[config.mk]
export PLATFORM = sky130hd
export DESIGN_NAME = control_sequencer
export DESIGN_NICKNAME = d
export VERILOG_FILES = /design/src/rtl/control_sequencer.sv
export SDC_FILE = /design/constraint.sdc
export NUM_CORES = 1
export LEC_CHECK = 0
export BUFFER_PORTS_ARGS = -buffer_cell sky130_fd_sc_hd__buf_4
export CAP_MARGIN = 20
export CORE_ASPECT_RATIO = 1.2
export CORE_UTILIZATION = 58
export CTS_BUF_LIST = sky130_fd_sc_hd__clkbuf_8
export CTS_CLUSTER_SIZE = 24
export DETAILED_ROUTE_END_ITERATION = 16
export PLACE_DENSITY = 0.84
export SLEW_MARGIN = 20
export SYNTH_ARGS = -nofsm -noshare
export SYNTH_HDL_FRONTEND = slang
export SYNTH_SLANG_ARGS = --single-unit
[constraint.sdc]
create_clock -name clk -period 3.1 [get_ports clk]
set_input_delay 0.155 -clock clk [delete_from_list [all_inputs] [get_ports clk]]
set_output_delay 0.155 -clock clk [all_outputs]
set_load 0.005 [all_outputs]
[src/rtl/control_sequencer.sv]
// +----------------------------------------------------------------------------+
// | Module   : control_sequencer                                               |
// | Purpose  : Fetch/decode/execute sequencer driving one-hot datapath strobes  |
// |            for the 8-bit CPU core, with programmable RAM read latency.     |
// | Options  : define STEP_MODE_EN to pause after every retired instruction.   |
// | Revision : 1.0 - initial release                                           |
// +----------------------------------------------------------------------------+
`default_nettype none

module control_sequencer #(
    parameter int WAIT_CYCLES = 1,
    parameter int CNT_W       = 8
) (
    input  logic             clk,
    input  logic             reset,
    input  logic             run,
    input  logic             step,
    input  logic [3:0]       ir_opcode,
    output logic             pc_out,
    output logic             pc_inc,
    output logic             pc_load,
    output logic             ir_addr_out,
    output logic             mar_load,
    output logic             ram_rd,
    output logic             ir_load,
    output logic             a_load,
    output logic             b_load,
    output logic [1:0]       alu_op,
    output logic             alu_en,
    output logic             halted,
    output logic             illegal_op,
    output logic [CNT_W-1:0] instr_count
);

    localparam logic [3:0] c_OP_LDA = 4'b1000;
    localparam logic [3:0] c_OP_LDB = 4'b0100;
    localparam logic [3:0] c_OP_ADD = 4'b0010;
    localparam logic [3:0] c_OP_SUB = 4'b0001;
    localparam logic [3:0] c_OP_MUL = 4'b1100;
    localparam logic [3:0] c_OP_DIV = 4'b1010;
    localparam logic [3:0] c_OP_JMP = 4'b1001;
    localparam logic [3:0] c_OP_HLT = 4'b1111;

    localparam logic [1:0] c_WAIT_LAST = 2'(WAIT_CYCLES - 1);

    typedef enum logic [3:0] {
        S_IDLE   = 4'd0,
        S_F_ADDR = 4'd1,
        S_F_WAIT = 4'd2,
        S_F_IR   = 4'd3,
        S_DECODE = 4'd4,
        S_X_ADDR = 4'd5,
        S_X_WAIT = 4'd6,
        S_X_DO   = 4'd7,
        S_HALT   = 4'd8
`ifdef STEP_MODE_EN
        ,
        S_PAUSE  = 4'd9
`endif
    } state_t;

`ifdef STEP_MODE_EN
    localparam state_t c_RETIRE_NEXT = S_PAUSE;
`else
    localparam state_t c_RETIRE_NEXT = S_F_ADDR;
    logic w_unused_step;
    assign w_unused_step = step;
`endif

    state_t           state_q;
    logic [3:0]       op_q;
    logic [1:0]       wait_q;
    logic             illegal_q;
    logic [CNT_W-1:0] cnt_q;

    always_ff @(posedge clk) begin
        if (reset) begin
            state_q   <= S_IDLE;
            op_q      <= 4'd0;
            wait_q    <= 2'd0;
            illegal_q <= 1'b0;
            cnt_q     <= '0;
        end else begin
            case (state_q)
                S_IDLE: begin
                    if (run) begin
                        state_q <= S_F_ADDR;
                    end
                end
                S_F_ADDR: begin
                    wait_q  <= 2'd0;
                    state_q <= S_F_WAIT;
                end
                S_F_WAIT: begin
                    if (wait_q == c_WAIT_LAST) begin
                        state_q <= S_F_IR;
                    end else begin
                        wait_q <= wait_q + 2'd1;
                    end
                end
                S_F_IR: begin
                    state_q <= S_DECODE;
                end
                S_DECODE: begin
                    op_q <= ir_opcode;
                    case (ir_opcode)
                        c_OP_LDA, c_OP_LDB, c_OP_ADD,
                        c_OP_SUB, c_OP_MUL, c_OP_DIV: state_q <= S_X_ADDR;
                        c_OP_JMP: state_q <= S_X_DO;
                        c_OP_HLT: begin
                            cnt_q   <= cnt_q + 1'b1;
                            state_q <= S_HALT;
                        end
                        default: begin
                            // Undefined opcodes retire immediately and flag the fault.
                            illegal_q <= 1'b1;
                            cnt_q     <= cnt_q + 1'b1;
                            state_q   <= c_RETIRE_NEXT;
                        end
                    endcase
                end
                S_X_ADDR: begin
                    wait_q  <= 2'd0;
                    state_q <= S_X_WAIT;
                end
                S_X_WAIT: begin
                    if (wait_q == c_WAIT_LAST) begin
                        state_q <= S_X_DO;
                    end else begin
                        wait_q <= wait_q + 2'd1;
                    end
                end
                S_X_DO: begin
                    cnt_q   <= cnt_q + 1'b1;
                    state_q <= c_RETIRE_NEXT;
                end
                S_HALT: begin
                    state_q <= S_HALT;
                end
`ifdef STEP_MODE_EN
                S_PAUSE: begin
                    if (step) begin
                        state_q <= S_F_ADDR;
                    end
                end
`endif
                default: begin
                    state_q <= S_IDLE;
                end
            endcase
        end
    end

    // Strobes are pure decodes of the state and latched opcode, so a reset
    // drops them on the very next cycle.
    always_comb begin
        pc_out      = 1'b0;
        pc_inc      = 1'b0;
        pc_load     = 1'b0;
        ir_addr_out = 1'b0;
        mar_load    = 1'b0;
        ram_rd      = 1'b0;
        ir_load     = 1'b0;
        a_load      = 1'b0;
        b_load      = 1'b0;
        alu_op      = 2'b00;
        alu_en      = 1'b0;
        halted      = 1'b0;
        case (state_q)
            S_F_ADDR: begin
                pc_out   = 1'b1;
                mar_load = 1'b1;
            end
            S_F_WAIT: ram_rd = 1'b1;
            S_F_IR: begin
                ir_load = 1'b1;
                pc_inc  = 1'b1;
            end
            S_X_ADDR: begin
                ir_addr_out = 1'b1;
                mar_load    = 1'b1;
            end
            S_X_WAIT: ram_rd = 1'b1;
            S_X_DO: begin
                case (op_q)
                    c_OP_LDA: a_load = 1'b1;
                    c_OP_LDB: b_load = 1'b1;
                    c_OP_ADD: begin
                        alu_en = 1'b1;
                        b_load = 1'b1;
                        alu_op = 2'b00;
                    end
                    c_OP_SUB: begin
                        alu_en = 1'b1;
                        b_load = 1'b1;
                        alu_op = 2'b01;
                    end
                    c_OP_MUL: begin
                        alu_en = 1'b1;
                        b_load = 1'b1;
                        alu_op = 2'b10;
                    end
                    c_OP_DIV: begin
                        alu_en = 1'b1;
                        b_load = 1'b1;
                        alu_op = 2'b11;
                    end
                    c_OP_JMP: begin
                        ir_addr_out = 1'b1;
                        pc_load     = 1'b1;
                    end
                    default: ;
                endcase
            end
            S_HALT: halted = 1'b1;
            default: ;
        endcase
    end

    assign illegal_op  = illegal_q;
    assign instr_count = cnt_q;

endmodule

`default_nettype wire
# After elaboration in Yosys (flattened, before gate mapping)
# Index checks and enable logic that the tools add are counted.
# classes
add_sub_neg,2
n_mul,0
n_div,0
n_lt_le_gt_ge,0
eq_ne,28
shifts,0
muxes,25
bitwise_logic,1
n_reduce_logical,15
# ops
op,n
$eq 4x4->1 const B,10
$pmux 4 s9,1
$eq 4x3->1 const B,6
$eq 4x2->1 const B,4
$pmux 8 s2,1
$mux 1,13
$eq 4x1->1 const B,3
$mux 4,3
$pmux 4 s3,1
$ne 2x2->1 const B,5
$add 8x1->8 const B,1
$mux 8,1
$reduce_or 8->1,1
$reduce_or 7->1,1
$pmux 2 s3,1
$reduce_and 2->1,3
$reduce_or 6->1,1
$reduce_or 5->1,1
$logic_not 4->1,1
$mux 2,2
$pmux 2 s2,1
$reduce_bool 2->1,2
$reduce_or 2->1,2
$reduce_or 4->1,1
other kinds (5),5
# totals
reg_bits,19
latch_bits,0
ramBits,0
mem_bits_ro,0
wordCells,76
n_memories,0

# Depth between registers and ports, before layout
# Gate-level depths: netlist of run 1.
# depth
word_depth,4
ltp_mapped,6

# Worst setup path before layout of run 1
# OpenSTA, ideal clock, no wires.
# synth_timing
path_type,register to register
start,register state_q[0]
end,register cnt_q[7] (netlist: instr_count[7])
setup_ns,0.123
arrival_time_ns,1.602
required_ns,2.977
setup_slack_ns,1.375
stages_incl_launch_ff,5
n_path_buf,0
cell_sequence,dfxtp_1 -> nor4b_4 -> o2111ai_2 -> and4bb_1 -> mux2_1
# synth_between
elab_chain_cells,3
elab_cells_between_ends,6
# synth_rtl
item,line,text
start: declaration,70,state_t state_q;
start signal: assignment,118,state_q <= c_RETIRE_NEXT;
start signal: assignment,135,state_q <= c_RETIRE_NEXT;
$eq 4x3->1,84,case (state_q)
$ne 2x2->1 (no line) or $reduce_bool 2->1 (tied branches),n/a,
$reduce_and 2->1 (no line),n/a,
end signal: assignment,111,cnt_q <= cnt_q + 1'b1;
end signal: assignment,117,cnt_q <= cnt_q + 1'b1;
end signal: assignment,134,cnt_q <= cnt_q + 1'b1;
end: declaration,74,logic [CNT_W-1:0] cnt_q;
# Several ways; a longest one is shown, not always the timed one.
# A chain may end at the register's enable or synchronous reset.

# Final worst setup path of run 1
# layout_timing
start,register state_q[2]
end,register cnt_q[6] (netlist: instr_count[6])
# The elaborated chain is that of the path after synthesis.

==> results of run 1 <==
[final cells by class]
class	instances	area share (%)
clock buffers	3	2.97
well taps	19	1.71
clock inverters	1	0.360
repair buffers	28	15.1
inverters	4	1.08
multi-input cells	106	51.4
flip-flops and latches	19	27.4
[through the flow]
step	setup slack (ps)	cells	utilization, %	area (um2)
2_1_floorplan	1380	139	-	1150
3_3_place_gp	1050	176	72.6	1340
3_5_place_dp	973	176	72.6	1340
4_1_cts	966	180	75.1	1390
5_1_grt	807	180	75.1	1390
6_report	965	180	75.1	1390
[cells by family (layout without fill, tap and decap cells)]
logic type / count (synthesis) / count (layout) / share of synthesized area (%)
buffers and inverters: 14 / 36 / 4.89
and+or+nand+nor: 60 / 60 / 30.0
muxes: 12 / 12 / 11.1
AOI/OAI and AO/OA: 31 / 31 / 18.0
xor gates and xnor gates: 1 / 1 / 0.761
DFF: 19 / 19 / 33.0
adders and majority gates: 2 / 2 / 2.17
[routing by layer]
| layer | GRT usage [%] | part of all wire (%) | vias to the layer above |
|---|---|---|---|
| met5 | 0 | 0 | - |
| met2 | 41.2 | 52 | 28 |
| li1 | - | - | 545 |
| met4 | 10.4 | 0.41 | 0 |
| met1 | 29.9 | 44 | 496 |
| met3 | 5.76 | 3.8 | 2 |
[critical path: cells and delay by family, from the launching register on]
kind | cells | cell delay, ps
multiplexers | 1 | 330
AO/OA/AOI/OAI | 2 | 530
flip-flops | 1 | 580
AND/OR/NAND/NOR | 1 | 600
[worst paths after layout]
check	startpoint	slack (ps)	cells past startpoint	to
worst max register to register	state_q[2]	970	4	instr_count[6]
worst min-delay path	ir_opcode[1]	190	3	op_q[1]
worst max-delay path	state_q[2]	970	4	instr_count[6]
worst min register to register	illegal_op	470	2	illegal_op
[power groups by stage]
stage | Clock [mW] | Combinational (mW) | Sequential (mW)
5_1_grt | 0.185 | 0.0553 | 0.262
2_1_floorplan | 0 | 0.0353 | 0.258
6_report | 0.172 | 0.0493 | 0.261
3_3_place_gp | 0 | 0.0476 | 0.265
3_5_place_dp | 0 | 0.0491 | 0.266
4_1_cts | 0.176 | 0.0495 | 0.260
[cell usage in the layout, fill, tap and decap left out, drive strengths merged, types with 4 or more instances in the layout]
cell   Yosys  final
inv        4      4
o21ai      6      6
nand3      5      5
nor2b      5      5
dfxtp     19     19
mux2       6      6
nor3      10     10
buf        2     28
a21oi     10     10
mux2i      6      6
nand2      6      6
nor2      20     20
[registers in the layout (all words and copies together), names as in the netlist]
name / flops
illegal_op: 1
instr_count: 8
op_q: 4
state_q: 4
wait_q: 2
==> impl_results.md, run 1 <==
* Seq cells post-synth at 19
* Bufs on Longest Clock Path at 2
* Post-synth top cells: nor2_1 (20), dfxtp_1 (19), a21oi_1 (10), nor3_1 (10), clkbuf_1 (8)
* Area leader, netlist: dfxtp_1
* Worst EP arrival at 2280 ps
* Status: completed
* Vias in the first global route at 946
* CTS Sinks at 19
* CTS H-tree lvls at 1
* Sequential share of the synthesized area at 33.0%
* Ys async rst share at 0%
* Post-CTS Resized at 0
* Clock slew at reported path FFs at 70 ps
* Synth Area per Inst at 8.28 um2
* Via Count at 1071
* Post-synth top area share at 33.0%
* P&R area growth vs syn at 20.8%
* Die width at 42.7 um
* Critical path's slowest cell: nor4b_4
* Clock buffer count from CTS at 3
* Synth cell types at 42
* P_leak at 0.560 nW
* Hold WC Path Type: in2reg
* Post-CTS Setup Bufs at 0
* Syn Inst Count at 139
* FMAX at 0.468 GHz
* Clock Skew at 1.98 ps
* DRT Pass-1 Iters at 4
* Max-cap violations at 0
* Synthesized area at 1150 um2
* Antenna Cells at 0
* Number of enable flip-flop cells after synthesis at 0
* Clock power frac at 35.7%
* Crit path capture type: register
* Drt total wl at 2420 um
* Crit path launch type: register
* Switch share at 25.2%
* Ys Warns at 0
* Mapped Nets at 149
* Initial core utilization at 62.2%
* Global Route Usage Sum at 24.7%
* Max VDD drop at 0.000273 V
* Clock Tree Root: clkbuf_8
* Global-route wire length before repair at 4130 um
* Final setup viols at 0
* Period minus WS final at 2130 ps
* Residual DRC count at 0
* Hold buffers post-CTS at 0
* Critical Path, Cell by Cell: nor4b_4, o31ai_1, a21oi_1, mux2_1
* Top-count cell post-synth: nor2_1
* Endpoints failing hold at 0
* IO Port Bufs at 28
* CTS tree: done
* Fin nets at 172
* Slew @ Worst Pin at 607 ps
* WP data required at 3250 ps
* Hold WS at 186 ps
* Setup TNS at 0 ps
* RSZ-0062 raised after global routing: false
* Wirelength per Cell at 13.5 um
* Initial antenna violation count at 0
* Dpl hpwl at 1740 um
* NetSw at 121 uW
* Initial DRC Count at 19
* Multi-input gate area at 714 um2
* Power Density at 347 nW/um2
* Post-route ant nets at 0
* Largest stage delay, worst path at 600 ps
* Fillers at 146
* Synth Flop Type: dfxtp_1
* Dominant cells by area after synthesis: dfxtp_1 (33%), nor2_1 (6.5%), mux2i_1 (5.2%)
* Worst-Skew Late Latency at 250 ps
* Height of the die at 50.8 um
* Share of post-route cells with drive strength above 1 at 23.6%
* Drt via density at 5.95
* Rel. slew slack at 59.4%
* Worst Path Class, Setup: reg2reg
* Slew Viols, Final at 0
* Num rows at 17
* Overflow left after global routing at 0
* Sequential Power Share at 54.1%
* RD Place Congestion at 0.795
* Final period utilization at 68.9%
* Core area at 1850 um2
* Sequential Area at 380 um2
* Total Power at 482 uW
* DIE AREA at 2170 um2
* Largest net degree at the start of global routing at 25
* Int Power at 360 uW
* Worst Path Max Fanout at 13
* Gate power share at 10.2%
* # IOs at 30
No activity file was read; power rests on OpenSTA's default activity.
==> run 2, diff against run 1 <==
--- a/config.mk
+++ b/config.mk
@@ -8,11 +8,11 @@
 export BUFFER_PORTS_ARGS = -buffer_cell sky130_fd_sc_hd__buf_4
 export CAP_MARGIN = 20
 export CORE_ASPECT_RATIO = 1.2
-export CORE_UTILIZATION = 58
+export CORE_UTILIZATION = 54
 export CTS_BUF_LIST = sky130_fd_sc_hd__clkbuf_8
 export CTS_CLUSTER_SIZE = 24
 export DETAILED_ROUTE_END_ITERATION = 16
-export PLACE_DENSITY = 0.84
+export PLACE_DENSITY = 0.79
 export SLEW_MARGIN = 20
 export SYNTH_ARGS = -nofsm -noshare
 export SYNTH_HDL_FRONTEND = slang
==> constraint.sdc (replaced) <==
create_clock -name clk -period 2.2 [get_ports clk]
set_input_delay 0.11 -clock clk [delete_from_list [all_inputs] [get_ports clk]]
set_output_delay 0.11 -clock clk [all_outputs]
set_load 0.005 [all_outputs]
==> run 2 against run 1 <==
First-iteration DRC count grew 26%. Critical endpoint is now instr_count[7]. Sequential share of layout area shrank 0.70 points. Highest routed layer unchanged. Fmax grew 10%. Critical path type unchanged. Clock power grew 38%. Critical path depth is the same. Hold slack lost 50 ps. Largest power group unchanged. Via count grew 4.9%. Core utilization shrank 0.61 points.
==> impl_results.md, run 2 (synthesis results as in run 1) <==
* Worst EP arrival at 2080 ps (-200 ps)
* Clock buffer count from CTS at 3 (unchanged)
* Worst-Skew Late Latency at 250 ps (about the same)
* WP data required at 2340 ps (-910 ps)
* RSZ-0062 raised after global routing: false
* Global Route Usage Sum at 25.4% (+0.74 points)
* Period minus WS final at 1940 ps (-197 ps)
* Largest net degree at the start of global routing at 25 (unchanged)
* Antenna Cells at 0 (unchanged)
* Most frequent cells in the layout: buf_4 (33), nor2_1 (20), dfxtp_1 (19)
* Clock Skew at 0.828 ps (-1.16 ps)
* Commonest non-fill, non-tap cell in the layout: buf_4
* Status: completed
* Num rows at 17 (unchanged)
* Util after Layout at 74.5% (-0.61 points)
* Core area at 1910 um2 (+3.4%)
* Drt via density at 6.07 (+2.0%)
* RD Place Congestion at 0.756 (-4.9%)
* Slew @ Worst Pin at 485 ps (-122 ps)
* CTS H-tree lvls at 1 (unchanged)
* Dpl hpwl at 1910 um (+9.9%)
* Vias in the first global route at 1095 (+16%)
* Residual DRC count at 0 (unchanged)
* Sequential Power Share at 52.6% (-1.5 points)
* Clock power frac at 34.8% (-0.9 points)
* Post-CTS Setup Bufs at 0 (unchanged)
* Height of the die at 52.6 um (+3.5%)
* P_leak at 0.588 nW (+5.0%)
* Fillers at 160 (+9.6%)
* Bufs on Longest Clock Path at 2 (unchanged)
* Fin nets at 177 (+2.9%)
* DIE AREA at 2320 um2 (+7.1%)
* Crit path launch type: register
* Wirelength per Cell at 14.0 um (+3.7%)
* P&R area growth vs syn at 23.9%
* Power Density at 478 nW/um2 (+38%)
* Max reg flops at 8 (unchanged)
* Max-cap violations at 0 (unchanged)
* Crit path capture type: register
* # IOs at 30 (unchanged)
* FMAX at 0.516 GHz (+10%)
* Global-route wire length before repair at 4510 um (+9.2%)
* Share of post-route cells with drive strength above 1 at 25.3% (+1.7 points)
* Initial core utilization at 60.1% (-2.1 points)
* Rel. slew slack at 67.4% (+8.0 points)
* Int Power at 512 uW (+42%)
* DRT Pass-1 Iters at 6 (+2)
* Final period utilization at 88.1% (+19 points)
* Setup TNS at 0 ps (unchanged)
* Max VDD drop at 0.000415 V (+52%)
* Initial DRC Count at 24 (+5)
* NetSw at 170 uW (+40%)
* Via Count at 1123 (+4.9%)
* Clock slew at reported path FFs at 70 ps (about the same)
* Multi-input gate area at 714 um2 (unchanged)
* CTS Sinks at 19 (unchanged)
* CTS tree: done
* Post-route ant nets at 0 (unchanged)
* Gate power share at 12.6% (+2.4 points)
* Initial antenna violation count at 0 (unchanged)
* Hold buffers post-CTS at 0 (unchanged)
* Drt total wl at 2580 um (+6.6%)
* Endpoints failing hold at 0 (unchanged)
* Post-CTS Resized at 0 (unchanged)
* Sequential Area at 380 um2 (unchanged)
* Slew Viols, Final at 0 (unchanged)
* Worst Path Class, Setup: reg2reg
* IO Port Bufs at 28 (unchanged)
* Worst Path Max Fanout at 12 (-1)
* Clock Tree Root: clkbuf_8
* Final setup viols at 0 (unchanged)
* Die width at 44.1 um (+3.5%)
* Switch share at 24.9% (-0.25 points)
* Overflow left after global routing at 0 (unchanged)
* Hold WC Path Type: in2reg
==> run 2: changes by cell type in the layout (fill, tap and decap cells not counted) <==
cell	before	now
buf_4	28	33
inv_1	4	5
clkinv_2	1	0
==> run 2: power groups by stage <==
| stage | sequential, mW | combinational (mW) | clock [mW] |
|---|---|---|---|
| final | 0.359 | 0.0856 | 0.237 |
| after global routing | 0.360 | 0.0955 | 0.250 |
| after CTS | 0.359 | 0.0862 | 0.238 |
| after detailed placement | 0.366 | 0.0858 | 0 |
| after global placement | 0.366 | 0.0817 | 0 |
| after floorplan | 0.364 | 0.0497 | 0 |
==> run 2: cell type report <==
type,count,area share (%)
clock buffers,3,2.89
clock inverters,1,0.263
inverters,4,1.05
multi-input cells,106,50.1
flip-flops and latches,19,26.7
well taps,19,1.67
repair buffers,33,17.4
==> run 2: per-stage QoR <==
step	cells	worst slack, ps	power, mW	instance area (um2)	hold WS (ps)
after floorplan	139	475	0.414	1150	257
after global placement	181	337	0.448	1380	390
after detailed placement	181	262	0.452	1380	397
after CTS	185	249	0.683	1430	137
after global routing	185	170	0.705	1430	174
final	185	262	0.682	1430	136
==> run 2: per-layer routing <==
| metal | part of all wire (%) | up-vias | GRT usage [%] |
|---|---|---|---|
| li1 | - | 553 | - |
| met1 | 40 | 541 | 27.2 |
| met2 | 55 | 25 | 51.5 |
| met3 | 3.6 | 4 | 2.07 |
| met4 | 1.0 | 0 | 6.06 |
| met5 | 0 | - | 0 |
==> run 2: worst paths after layout <==
kind / start / to / slack (ps) / cells after the start
max reg2reg: state_q[3] / instr_count[7] / 260 / 4
max: state_q[3] / instr_count[7] / 260 / 4
min reg2reg: wait_q[0] / wait_q[0] / 500 / 2
min: ir_opcode[1] / op_q[1] / 140 / 3
==> run 2: worst max-delay path, cell delays in order (launching register included) <==
cell,delay [ps]
dfxtp_1,570
and4b_1,360
nor4_4,360
and4bb_1,230
mux2_1,300
==> run 3, diff against run 2 <==
--- a/config.mk
+++ b/config.mk
@@ -8,11 +8,11 @@
 export BUFFER_PORTS_ARGS = -buffer_cell sky130_fd_sc_hd__buf_4
 export CAP_MARGIN = 20
 export CORE_ASPECT_RATIO = 1.2
-export CORE_UTILIZATION = 54
-export CTS_BUF_LIST = sky130_fd_sc_hd__clkbuf_8
+export CORE_UTILIZATION = 51
+export CTS_BUF_LIST = sky130_fd_sc_hd__clkbuf_16
 export CTS_CLUSTER_SIZE = 24
 export DETAILED_ROUTE_END_ITERATION = 16
-export PLACE_DENSITY = 0.79
+export PLACE_DENSITY = 0.75
 export SLEW_MARGIN = 20
 export SYNTH_ARGS = -nofsm -noshare
 export SYNTH_HDL_FRONTEND = slang
==> run 3 against run 2 <==
Routed wire length is 1.2% lower. Final cell count is 5.4% higher. Final area is 2.8% higher. Combinational power is 0.9% higher. Largest cell class unchanged. First-iteration DRC count is 67% lower.
==> impl_results.md, run 3 (synthesis results as in run 1) <==
* Slew Viols, Final at 0 (unchanged)
* Global Route Usage Sum at 23.3% (-2.1 points)
* Worst path depth at 4 (unchanged)
* Hold-critical path depth at 3 (unchanged)
* Final setup viols at 0 (unchanged)
* IO Port Bufs at 28 (unchanged)
* Initial antenna violation count at 0 (unchanged)
* Cell family with most CP delay: simple AND/OR/NAND/NOR gates
* Crit path buffers/inverters at 0 (unchanged)
* P_leak at 0.598 nW (+1.7%)
* Largest net degree at the start of global routing at 25 (unchanged)
* CTS tree: done
* Max VDD drop at 0.000422 V (+1.5%)
* Vias in the first global route at 951 (-13%)
* # IOs at 30 (unchanged)
* FMAX at 0.514 GHz (-0.37%)
* RSZ-0062 raised after global routing: false
* Worst-Skew Late Latency at 250 ps (about the same)
* Post-CTS Setup Bufs at 0 (unchanged)
* Hold WS at 136 ps (+0.551 ps)
* Die width at 45.4 um (+2.8%)
* Dpl hpwl at 1890 um (-1.0%)
* Drt total wl at 2550 um (-1.2%)
* CTS H-tree lvls at 1 (unchanged)
* Max-cap violations at 0 (unchanged)
* Max reg flops at 8 (unchanged)
* Setup TNS at 0 ps (unchanged)
* Largest stage delay, worst path at 560 ps (about the same)
* Post-route ant nets at 0 (unchanged)
* Commonest non-fill, non-tap cell in the layout: buf_4
* CTS Sinks at 19 (unchanged)
* Initial core utilization at 55.0% (-5.2 points)
* Endpoints failing hold at 0 (unchanged)
* Initial DRC Count at 8 (-67%)
* Status: completed
* Via Count at 1101 (-2.0%)
* Worst EP arrival at 2080 ps (about the same)
* Wirelength per Cell at 13.1 um (-6.3%)
* Antenna Cells at 0 (unchanged)
* Final period utilization at 88.4% (+0.32 points)
* Clock Tree Root: clkbuf_16
* R2R depth at 4 (unchanged)
* Overflow left after global routing at 0 (unchanged)
* Residual DRC count at 0 (unchanged)
* Hold WC Path Type: in2reg
* Critical path's slowest cell: dfxtp_1
* WP data required at 2340 ps (about the same)
* Hold buffers post-CTS at 0 (unchanged)
* Slew @ Worst Pin at 529 ps (+43.9 ps)
* Num rows at 18 (+1)
* Period minus WS final at 1950 ps (+7.10 ps)
* Placed Cells incl. Taps at 191 (+5.5%)
* Share of post-route cells with drive strength above 1 at 24.8% (-0.45 points)
* Drt via density at 5.65 (-7.0%)
* Crit path capture type: register
* Post-CTS Resized at 0 (unchanged)
* DIE AREA at 2450 um2 (+5.6%)
* Crit path launch type: register
* Fin nets at 176 (-0.56%)
* DRT Pass-1 Iters at 4 (-2)
* Global-route wire length before repair at 4190 um (-7.0%)
* Clock buffer count from CTS at 3 (unchanged)
* Height of the die at 54.0 um (+2.8%)
* Core area at 2090 um2 (+9.4%)
* Most frequent cells in the layout: buf_4 (32), nor2_1 (20), dfxtp_1 (19)
* Bufs on Longest Clock Path at 2 (unchanged)
* Power Density at 555 nW/um2 (+16%)
* Worst Path Class, Setup: reg2reg
* Rel. slew slack at 64.4% (-3.0 points)
* Worst Path Max Fanout at 12 (unchanged)
* Clock slew at reported path FFs at 50 ps (-20 ps)
* Post-Layout Cell Count at 195 (+5.4%)
* Clock Skew at 2.35 ps (+1.52 ps)
* RD Place Congestion at 0.688 (-9.0%)
* Critical Path, Cell by Cell: and4b_1, nor4_4, and4bb_1, mux2_1
* P&R area growth vs syn at 27.4%
run 3: power by group:
group	leakage (nW)	switching [mW]	total [mW]	internal, mW
combinational	0.403	0.0485	0.0864	0.0379
clock	0.0423	0.128	0.369	0.242
sequential	0.154	0.00867	0.358	0.350
total	0.598	0.185	0.814	0.629
run 3: area by class of cell:
type	instances	area (um2)
Clock buffer	3	75.1
Sequential cell	19	380
Timing Repair Buffer	32	240
Inverter	4	15.0
Fill cell	183	628
Clock inverter	1	3.75
Multi-Input combinational cell	106	714
Tap cell	30	37.5
run 3: per-stage QoR:
| step | setup slack [ps] | total power, mW | util, % | instance area, um2 |
|---|---|---|---|---|
| 6_report | 255 | 0.814 | 70.0 | 1470 |
| 3_5_place_dp | 263 | 0.452 | 66.2 | 1390 |
| 4_1_cts | 250 | 0.817 | 70.0 | 1470 |
| 3_3_place_gp | 321 | 0.448 | 66.2 | 1390 |
| 5_1_grt | 133 | 0.840 | 70.0 | 1470 |
| 2_1_floorplan | 475 | 0.414 | - | 1150 |
run 3: worst paths after layout:
path | endpoint | slack (ps) | startpoint
worst max-delay path | instr_count[7] | 250 | state_q[3]
worst min-delay path | op_q[2] | 140 | ir_opcode[2]
worst max register to register | instr_count[7] | 250 | state_q[3]
worst min register to register | wait_q[0] | 480 | wait_q[0]
run 3: tightest hold or removal path, delay by kind of cell:
family | cells | cell delay (ps)
buf+inv | 1 | 110
mux | 1 | 60
simple gates | 1 | 70
run 3: per-layer routing:
| metal | GRT usage, % | vias to the layer above | part of all wire (%) |
|---|---|---|---|
| li1 | - | 555 | - |
| met1 | 27.5 | 514 | 43 |
| met2 | 41.3 | 25 | 52 |
| met3 | 3.02 | 7 | 2.5 |
| met4 | 10.6 | 0 | 2.1 |
| met5 | 0 | - | 0 |
